### src/rtl/stack_core.sv
// stack_core: single-issue two-stack machine with data/return stacks, a
// req/ack data-memory port, pause, and a sticky stack-fault halt.
//
//   state | meaning
//   RUN   | one instruction committed per cycle (unless paused)
//   MEM   | data-memory access outstanding; commit on i_ram_ack
//   FAULT | stack over/underflow seen; everything frozen until i_rst
//
// Ports:
//   i_clk, i_rst (sync, active-high), i_pause (hold state in RUN)
//   o_rom_addr / i_rom_data : instruction fetch (combinational ROM)
//   o_ram_req/we/addr/dout, i_ram_din, i_ram_ack : data-memory handshake
//   o_fault {R,D} sticky fault flags, o_halted high in FAULT
module stack_core #(
  parameter int DATA_WIDTH     = 16,
  parameter int ADDR_WIDTH     = 12,
  parameter int RAM_ADDR_WIDTH = 12,
  parameter int DSTK_DEPTH     = 16,
  parameter int RSTK_DEPTH     = 16
) (
  input  logic                      i_clk,
  input  logic                      i_rst,
  input  logic                      i_pause,
  output logic [ADDR_WIDTH-1:0]     o_rom_addr,
  input  logic [15:0]               i_rom_data,
  output logic                      o_ram_req,
  output logic                      o_ram_we,
  output logic [RAM_ADDR_WIDTH-1:0] o_ram_addr,
  output logic [DATA_WIDTH-1:0]     o_ram_dout,
  input  logic [DATA_WIDTH-1:0]     i_ram_din,
  input  logic                      i_ram_ack,
  output logic [1:0]                o_fault,
  output logic                      o_halted
);
  localparam int DIW = $clog2(DSTK_DEPTH);
  localparam int DCW = DIW + 1;
  localparam int RIW = $clog2(RSTK_DEPTH);
  localparam int RCW = RIW + 1;

  typedef enum logic [1:0] {RUN, MEM, FAULT} state_t;
  state_t state, state_nxt;

  logic [15:0]           inst;
  logic [ADDR_WIDTH-1:0] pc, pc_nxt, pc_inc, target, r, r_wdata;
  logic [DATA_WIDTH-1:0] t, t_nxt, n, alu;
  logic                  t_live, t_live_nxt;
  logic [DCW-1:0]        dd, dd_nxt, dd_m1;
  logic [RCW-1:0]        rd, rd_nxt, rd_m1;
  logic [DATA_WIDTH-1:0] dstk [DSTK_DEPTH];
  logic [ADDR_WIDTH-1:0] rstk [RSTK_DEPTH];
  logic [1:0]            fault;
  logic                  is_alu, mem_wr, mem_op, d_push, d_pop, d_spill, r_push, r_pop;
  logic                  d_err, r_err, commit, fault_now, apply;
  logic [3:0]            op, op_eff;
  logic                  unused_bits;

  assign inst        = i_rom_data;
  assign unused_bits = ^{inst[7:6], inst[4]};

  assign pc_inc  = pc + ADDR_WIDTH'(1);
  assign target  = inst[ADDR_WIDTH-1:0];
  assign dd_m1   = dd - DCW'(1);
  assign rd_m1   = rd - RCW'(1);
  assign n       = dstk[dd_m1[DIW-1:0]];
  assign r       = rstk[rd_m1[RIW-1:0]];

  // Decode
  assign is_alu  = inst[15:13] == 3'b011;
  assign op      = inst[11:8];
  assign mem_wr  = is_alu & inst[5];
  assign mem_op  = mem_wr | (is_alu & (op == 4'd12));
  // A write wins over a read in the same instruction; the read op degrades to "keep T".
  assign op_eff  = (mem_wr && op == 4'd12) ? 4'd0 : op;
  assign d_push  = inst[15] | (is_alu & (inst[1:0] == 2'b01));
  assign d_pop   = (inst[15:13] == 3'b001) | (is_alu & (inst[1:0] == 2'b11));
  assign r_push  = (inst[15:13] == 3'b010) | (is_alu & (inst[3:2] == 2'b01));
  assign r_pop   = is_alu & (inst[3:2] == 2'b11);
  assign r_wdata = is_alu ? t[ADDR_WIDTH-1:0] : pc_inc;

  // After reset T holds no live value, so the first push only fills T
  // and does not spill into the stack array.
  assign d_spill = d_push & t_live;
  assign d_err   = (d_spill & (dd == DCW'(DSTK_DEPTH))) | (d_pop & (dd == '0));
  assign r_err   = (r_push & (rd == RCW'(RSTK_DEPTH))) | (r_pop & (rd == '0));

  assign commit    = ((state == RUN) & ~i_pause & ~mem_op) | ((state == MEM) & i_ram_ack);
  assign fault_now = commit & (d_err | r_err);
  assign apply     = commit & ~(d_err | r_err);

  always_comb begin
    alu = t;
    case (op_eff)
      4'd1:    alu = n;
      4'd2:    alu = t + n;
      4'd3:    alu = t & n;
      4'd4:    alu = t | n;
      4'd5:    alu = t ^ n;
      4'd6:    alu = ~t;
      4'd7:    alu = {DATA_WIDTH{n == t}};
      4'd8:    alu = {DATA_WIDTH{$signed(n) < $signed(t)}};
      4'd9:    alu = n >> t[3:0];
      4'd10:   alu = t - DATA_WIDTH'(1);
      4'd11:   alu = DATA_WIDTH'(r);
      4'd12:   alu = i_ram_din;
      4'd13:   alu = n << t[3:0];
      4'd14:   alu = DATA_WIDTH'(dd);
      4'd15:   alu = {DATA_WIDTH{n < t}};
      default: alu = t;
    endcase
  end

  always_comb begin
    pc_nxt     = pc;
    t_nxt      = t;
    t_live_nxt = t_live;
    dd_nxt     = dd;
    rd_nxt     = rd;
    if (apply) begin
      if (inst[15]) begin
        t_nxt  = DATA_WIDTH'(inst[14:0]);
        pc_nxt = pc_inc;
      end else begin
        case (inst[14:13])
          2'b00:   pc_nxt = target;
          2'b01: begin
            pc_nxt = (t == '0) ? target : pc_inc;
            t_nxt  = n;
          end
          2'b10:   pc_nxt = target;
          default: begin
            t_nxt  = alu;
            pc_nxt = inst[12] ? r : pc_inc;
          end
        endcase
      end
      if (d_push) begin
        t_live_nxt = 1'b1;
        if (t_live) dd_nxt = dd + DCW'(1);
      end
      if (d_pop)  dd_nxt = dd_m1;
      if (r_push) rd_nxt = rd + RCW'(1);
      if (r_pop)  rd_nxt = rd_m1;
    end
  end

  always_ff @(posedge i_clk) begin
    if (i_rst) begin
      pc     <= '0;
      t      <= '0;
      t_live <= 1'b0;
      dd     <= '0;
      rd     <= '0;
      fault  <= '0;
    end else begin
      pc     <= pc_nxt;
      t      <= t_nxt;
      t_live <= t_live_nxt;
      dd     <= dd_nxt;
      rd     <= rd_nxt;
      if (fault_now) fault <= {r_err, d_err};
    end
  end

  // Stack storage is deliberately not cleared by reset.
  always_ff @(posedge i_clk) begin
    if (!i_rst && apply) begin
      if (d_spill) dstk[dd[DIW-1:0]] <= t;
      if (r_push)  rstk[rd[RIW-1:0]] <= r_wdata;
    end
  end

  // FSM: state register
  always_ff @(posedge i_clk) begin
    if (i_rst) state <= RUN;
    else       state <= state_nxt;
  end

  // FSM: next state
  always_comb begin
    state_nxt = state;
    case (state)
      RUN: begin
        if (fault_now)              state_nxt = FAULT;
        else if (!i_pause && mem_op) state_nxt = MEM;
      end
      MEM: begin
        if (i_ram_ack) state_nxt = fault_now ? FAULT : RUN;
      end
      FAULT:   state_nxt = FAULT;
      default: state_nxt = RUN;
    endcase
  end

  // FSM: outputs
  always_comb begin
    o_ram_req = (state == MEM);
    o_ram_we  = (state == MEM) & inst[5];
    o_halted  = (state == FAULT);
  end

  assign o_rom_addr = pc;
  assign o_ram_addr = t[RAM_ADDR_WIDTH-1:0];
  assign o_ram_dout = n;
  assign o_fault    = fault;
endmodule

### config.mk
export PLATFORM = sky130hd
export DESIGN_NAME = stack_core
export DESIGN_NICKNAME = d
export VERILOG_FILES = /design/src/rtl/stack_core.sv
export SDC_FILE = /design/constraint.sdc
export NUM_CORES = 1
export LEC_CHECK = 0
export CORE_AREA = 2 2 237 239
export DETAILED_ROUTE_END_ITERATION = 16
export DIE_AREA = 0 0 239 241
export PLACE_DENSITY = 0.68
export SLEW_MARGIN = 20
export SYNTH_ARGS = -nofsm -noshare
export SYNTH_HDL_FRONTEND = slang
export SYNTH_SLANG_ARGS = --single-unit
### constraint.sdc
create_clock -name i_clk -period 8.6 [get_ports i_clk]
set_clock_uncertainty 0.1 [all_clocks]
set_input_delay 2.58 -clock i_clk [delete_from_list [all_inputs] [get_ports i_clk]]
set_output_delay 2.58 -clock i_clk [all_outputs]
set_load 0.02 [all_outputs]
After elaboration in Yosys (flattened, before gate mapping)
Memory sizes are Yosys's and may differ from the RTL's.
Cells that the tools add are included.
{ "classes": {"magnitude_cmp": 2, "reduce_logical": 20, "shifts": 2, "eq_ne": 33, "bitwise": 32, "n_mux": 25, "n_addsub": 7} }
{ "op_table": {"columns": ["cell", "count"], "rows": [
  ["one-hot mux 16 bit (15 select lines)", 1],
  ["2-to-1 mux 12 bit", 4],
  ["equality test 4 bit, second input constant", 9],
  ["less-than comparator 16 bit", 2],
  ["one-hot mux 16 bit (2 select lines)", 1],
  ["2-to-1 mux 5 bit", 5],
  ["one-hot mux 12 bit (2 select lines)", 1],
  ["bitwise AND 1 bit", 17],
  ["nonzero test 17 bit", 1],
  ["adder 16 bit", 1],
  ["bitwise AND 16 bit", 1],
  ["equality test 16 bit", 1],
  ["equality test 4 x 3 -> 1 bit, second input constant", 4],
  ["logical NOT 16 bit", 1],
  ["2-to-1 mux 16 bit", 1],
  ["inverter 16 bit", 1],
  ["bitwise OR 16 bit", 1],
  ["<< shifter 16 x 4 -> 16 bit", 1],
  ["right shift 16 x 4 -> 16 bit", 1],
  ["subtractor 16 x 1 -> 16 bit, second input constant", 1],
  ["bitwise XOR 16 bit", 1],
  ["adder 12 x 1 -> 12 bit, second input constant", 1],
  ["adder 5 x 1 -> 5 bit, second input constant", 2],
  ["equality test 5 bit, second input constant", 2],
  ["23 further kinds", 60]
]} }
{ "word_totals": {"input_bits": 36, "mem_bits_rw": 448, "elab_cells": 130, "memories": 2, "register_bits": 43, "out_inout_bits": 45} }
{ "memory_table": {"columns": ["memory", "words", "width", "read_ports", "rd_ports_with_merged_regs", "write_ports", "line_no", "source"], "rows": [
  ["dstk", 16, 16, 1, 0, 1, "49", "logic [DATA_WIDTH-1:0] dstk [DSTK_DEPTH];"],
  ["rstk", 16, 12, 1, 0, 1, "50", "logic [ADDR_WIDTH-1:0] rstk [RSTK_DEPTH];"]
]} }

Logic depth before layout (Yosys ltp)
{ "depth": {"word_depth": 12, "depth_mapped": 26, "mapped_depth_nobuf": 21} }

Worst setup path before layout
OpenSTA, ideal clock, no wires.
{ "synth_timing": {"kind": "input to register", "from": "input port i_rom_data[14]", "to": "memory dstk[3][0] (enable)", "t_arrival_ns": 5.706, "n_path_buf": 2, "t_required_ns": 8.091, "cell_stages": 9, "slack_ns": 2.385, "setup_time_ns": 0.409, "path_cell_list": "clkbuf_1 -> and4b_1 -> o21ai_0 -> mux2i_1 -> a2111o_1 -> clkbuf_1 -> nor3_1 -> nand2_1 -> nor3_1"} }
{ "synth_between": {"elab_chain_cells": 12, "word_cells_on_any_way": 30, "classes_between": "eq/ne (3); mux (3); bitwise (23); reduce/logical (1)"} }
{ "synth_rtl": {"columns": ["item", "line_no", "source"], "rows": [
  ["start: declaration", "25", "input logic [15:0] i_rom_data,"],
  ["equality test 3 x 2 -> 1 bit", "68", "assign is_alu = inst[15:13] == 3'b011;"],
  ["bitwise AND 1 bit", "74", "assign d_push = inst[15] | (is_alu & (inst[1:0] == 2'b01));"],
  ["bitwise OR 1 bit", "74", null],
  ["bitwise AND 1 bit", "82", "assign d_spill = d_push & t_live;"],
  ["bitwise AND 1 bit", "83", "assign d_err = (d_spill & (dd == DCW'(DSTK_DEPTH))) | (d_pop & (dd == '0));"],
  ["bitwise OR 1 bit", "83", null],
  ["bitwise OR 1 bit", "88", "assign apply = commit & ~(d_err | r_err);"],
  ["inverter 1 bit", "88", null],
  ["bitwise AND 1 bit", "88", null],
  ["logical AND 1 bit", "166", "if (!i_rst && apply) begin"],
  ["2-to-1 mux 1 bit *", "166", null],
  ["2-to-1 mux 1 bit (implied by the code) *", "167", "if (d_spill) dstk[dd[DIW-1:0]] <= t;"],
  ["end: declaration", "49", null]
]} }
Mark *: on every way between the ends. The rest lies on a longest branch, timed or not.

Worst setup path in the final report
{ "layout_timing": {"from": "register dd[0]", "to": "output port o_ram_dout[14]"} }
{ "layout_between": {"elab_chain_cells": 2} }
{ "layout_rtl": {"columns": ["item", "line_no", "source"], "rows": [
  ["start: declaration", "47", "logic [DCW-1:0] dd, dd_nxt, dd_m1;"],
  ["start signal: assignment", "158", "dd <= dd_nxt;"],
  ["subtractor 5 x 1 -> 5 bit", "62", "assign dd_m1 = dd - DCW'(1);"],
  ["memory read (16 x 16 bit)", null, null],
  ["end: declaration", "29", "output logic [DATA_WIDTH-1:0] o_ram_dout,"]
]} }
No other way between the ends.

==> results.md <==
* Most used cell, CP: inv_1
* Initial Utilization at 44.6%
* Clock Latency Late Sink at 620 ps
* Internal Power at 4.37 mW
* Sw frac at 29.6%
* Register share of total power at 43.3%
* Leakage at 9.26 nW
* Final hold violations at 0
* Area grow syn2layout at 13.6%
* Worst-case hold slack at 363 ps
* Clock transition at path regs at 60 ps
* Flop and latch count out of synthesis at 491
* Commonest non-fill, non-tap cells in the layout: 448 x edfxtp_1, 143 x nand2_1, 141 x mux4_2, 112 x nor2_1, 79 x clkdlybuf4s50_1
* Arrival time at the worst endpoint at 4550 ps
* Maximum vdd drop at 0.160 mV
* Tot GR Track Use at 25.0%
* Post-Synthesis Cells at 1718
* H-tree levels at 2
* Post-CTS Hold Buffers at 0
* Yosys warnings at 0
* DP HPWL at 47700 µm
* Final cycle utilization of the critical path at 84.0%
* Drt first pass iters at 7
* Final wirelength at 71300 µm
* Required time worst endpoint at 5920 ps
* Worst hold path class: reg -> reg
* Status: finished, final reports clean
* I/O Pins at 81
* First-pass GRT wire length at 106000 µm
* Register area share after synthesis at 58.4%
* Fillers at 4574
* Layout cells sized above 1 at 19.1%
* Pin count of the biggest net entering global routing at 55
* Initial antenna violation count at 1
* NetSw at 1.83 mW
* Residual DRC at 0
* Max incr delay on CP at 780 ps
* Sum Neg Setup Slack at 0 ps
* RePlAce Congestion at 1.01
* Die height at 241 µm
* CTS Buf Count at 51
* Chip width at 239 µm
* Clk buf depth at 3
* Max-slew violations at 0
* Setup Viol. Count Final at 0
* Worst path cell trace: inv_1, ha_2, buf_4, mux4_2, nor2b_1, a211oi_1, a21o_1, inv_1, clkdlybuf4s50_1
* Ys flop type: edfxtp_1
* Worst-Margin Slew at 1100 ps
* # port buffers at 80
* Startpoint Class: register
* Max-slew headroom at 26.6%
* Clock share of power at 34.7%
* Core Area at 54900 µm²
* WL/cell at 28.1 µm
* Postcts setup bufs at 0
* DRT iter0 DRCs at 2179
* Syn avg cell area at 14.3 µm²
* EDFF count, synth at 448
* Final period demand of the worst path at 7230 ps
* Area of the multi-input gates at 9510 µm²
* Via count at 16201
* Final core utilization at 50.7%
* Register area at 14300 µm²
* Vias in the first global route at 15871
* Clock root buffer: clkbuf_16
* Most common cell after layout, fill and taps aside: edfxtp_1
* RSZ-0062 raised after global routing: no
* Final ANT Viol Nets at 0
* Via density at 6.39
* Worst Setup End Kind: output port
* Setup CP Type: reg -> out
* N_diodes at 0
* Cell Area, Synth at 24500 µm²
* Total congestion overflow at 0
* Max Cap Violations at 0
* Max stage delay cell, worst path: dfxtp_4
* # resized after CTS at 0
* Syn_nets at 1832
* Pwr dens at 223 nW/µm²
* FFs w/ async S/R, synth at 0%
* Row Count at 86
* F_max at 138 MHz
* Final Net Count at 1908
* Synth cell types at 84
* Clock Sinks at 491
* CTS tree: done
* Crit Path Max Fanout at 33
* Combinational share of power at 22.1%
* Die area at 57600 µm²
-- power groups by stage --
stage	Sequential (mW)	Clock [mW]	Combinational [mW]
floorplan	2.74	0	0.833
global placement	2.74	0	1.32
detailed placement	2.74	0	1.32
CTS	2.69	2.19	1.33
global route	2.69	2.27	1.44
finish	2.69	2.15	1.37
-- per-layer routing --
metal / global-route usage, % / wire length (µm) / vias up
li1: - / - / 6922
met1: 35.2 / 28800 / 8137
met2: 38.1 / 32100 / 973
met3: 5.40 / 7580 / 167
met4: 9.79 / 2820 / 2
met5: 0 / 13 / -
-- kinds of logic after synthesis --
| family | count (synthesis) | synth area share (%) |
|---|---|---|
| flops | 491 | 58.4 |
| simple gates | 447 | 8.49 |
| compound gates | 289 | 8.25 |
| mux | 197 | 15.8 |
| buf+inv | 171 | 3.36 |
| fa+ha+maj | 78 | 4.02 |
| xor+xnor | 45 | 1.67 |
-- registers in the layout (all words and copies together), names as in the netlist --
signal and flops:
state 2, t 16, rstk 192, rd 5
o_rom_addr 12, dstk 256, o_fault 2, t_live 1
dd 5
-- area by class of cell --
type / count / share of cell area, %
clock buffer: 58 / 4.68
clock inverter: 32 / 1.22
inverter: 52 / 0.702
multi-input combinational: 1056 / 34.2
sequential: 491 / 51.5
tap: 704 / 3.17
timing repair buffer: 142 / 4.53
-- per-stage QoR --
stage / instances / instance area [µm²] / power, mW / setup WS, ps
4_1_cts: 2535 / 27800 / 6.20 / 1330
2_1_floorplan: 1718 / 24500 / 3.57 / 2380
5_1_grt: 2535 / 27800 / 6.41 / 1210
3_5_place_dp: 2445 / 26100 / 4.06 / 1490
3_3_place_gp: 2445 / 26100 / 4.05 / 1510
6_report: 2535 / 27800 / 6.21 / 1370
-- cell usage after synthesis, types with 19 or more instances --
master / number / area [µm²]
inv_1: 48 / 180
a21oi_1: 50 / 250
nand3_1: 32 / 160
nand2_1: 143 / 537
clkbuf_1: 56 / 210
buf_4: 23 / 173
nor2_1: 125 / 469
ha_1: 77 / 963
nor3_1: 49 / 245
xnor2_1: 26 / 228
buf_2: 21 / 105
edfxtp_1: 448 / 13500
mux2i_1: 39 / 390
o22ai_1: 19 / 119
dfxtp_1: 43 / 861
o21ai_0: 50 / 250
mux4_2: 141 / 3180
-- final timing paths --
path | start | to | slack, ps | depth (start not counted)
setup / recovery | dd[0] | o_ram_dout[14] | 1370 | 9
hold / removal | t_live | t_live | 360 | 1
setup reg to reg | dd[0] | t[1] | 1790 | 15
hold reg to reg | t_live | t_live | 360 | 1
-- worst max-delay path: cells and delay by family (launching register included) --
kind                     cells  cell delay, ps
AO/OA/AOI/OAI                2             520
adder cells (fa/ha/maj)      1             610
buffers and inverters        4            1480
flip-flops                   1             780
multiplexers                 1             390
AND/OR/NAND/NOR              1             160
No activity file was read; power rests on OpenSTA's default activity.
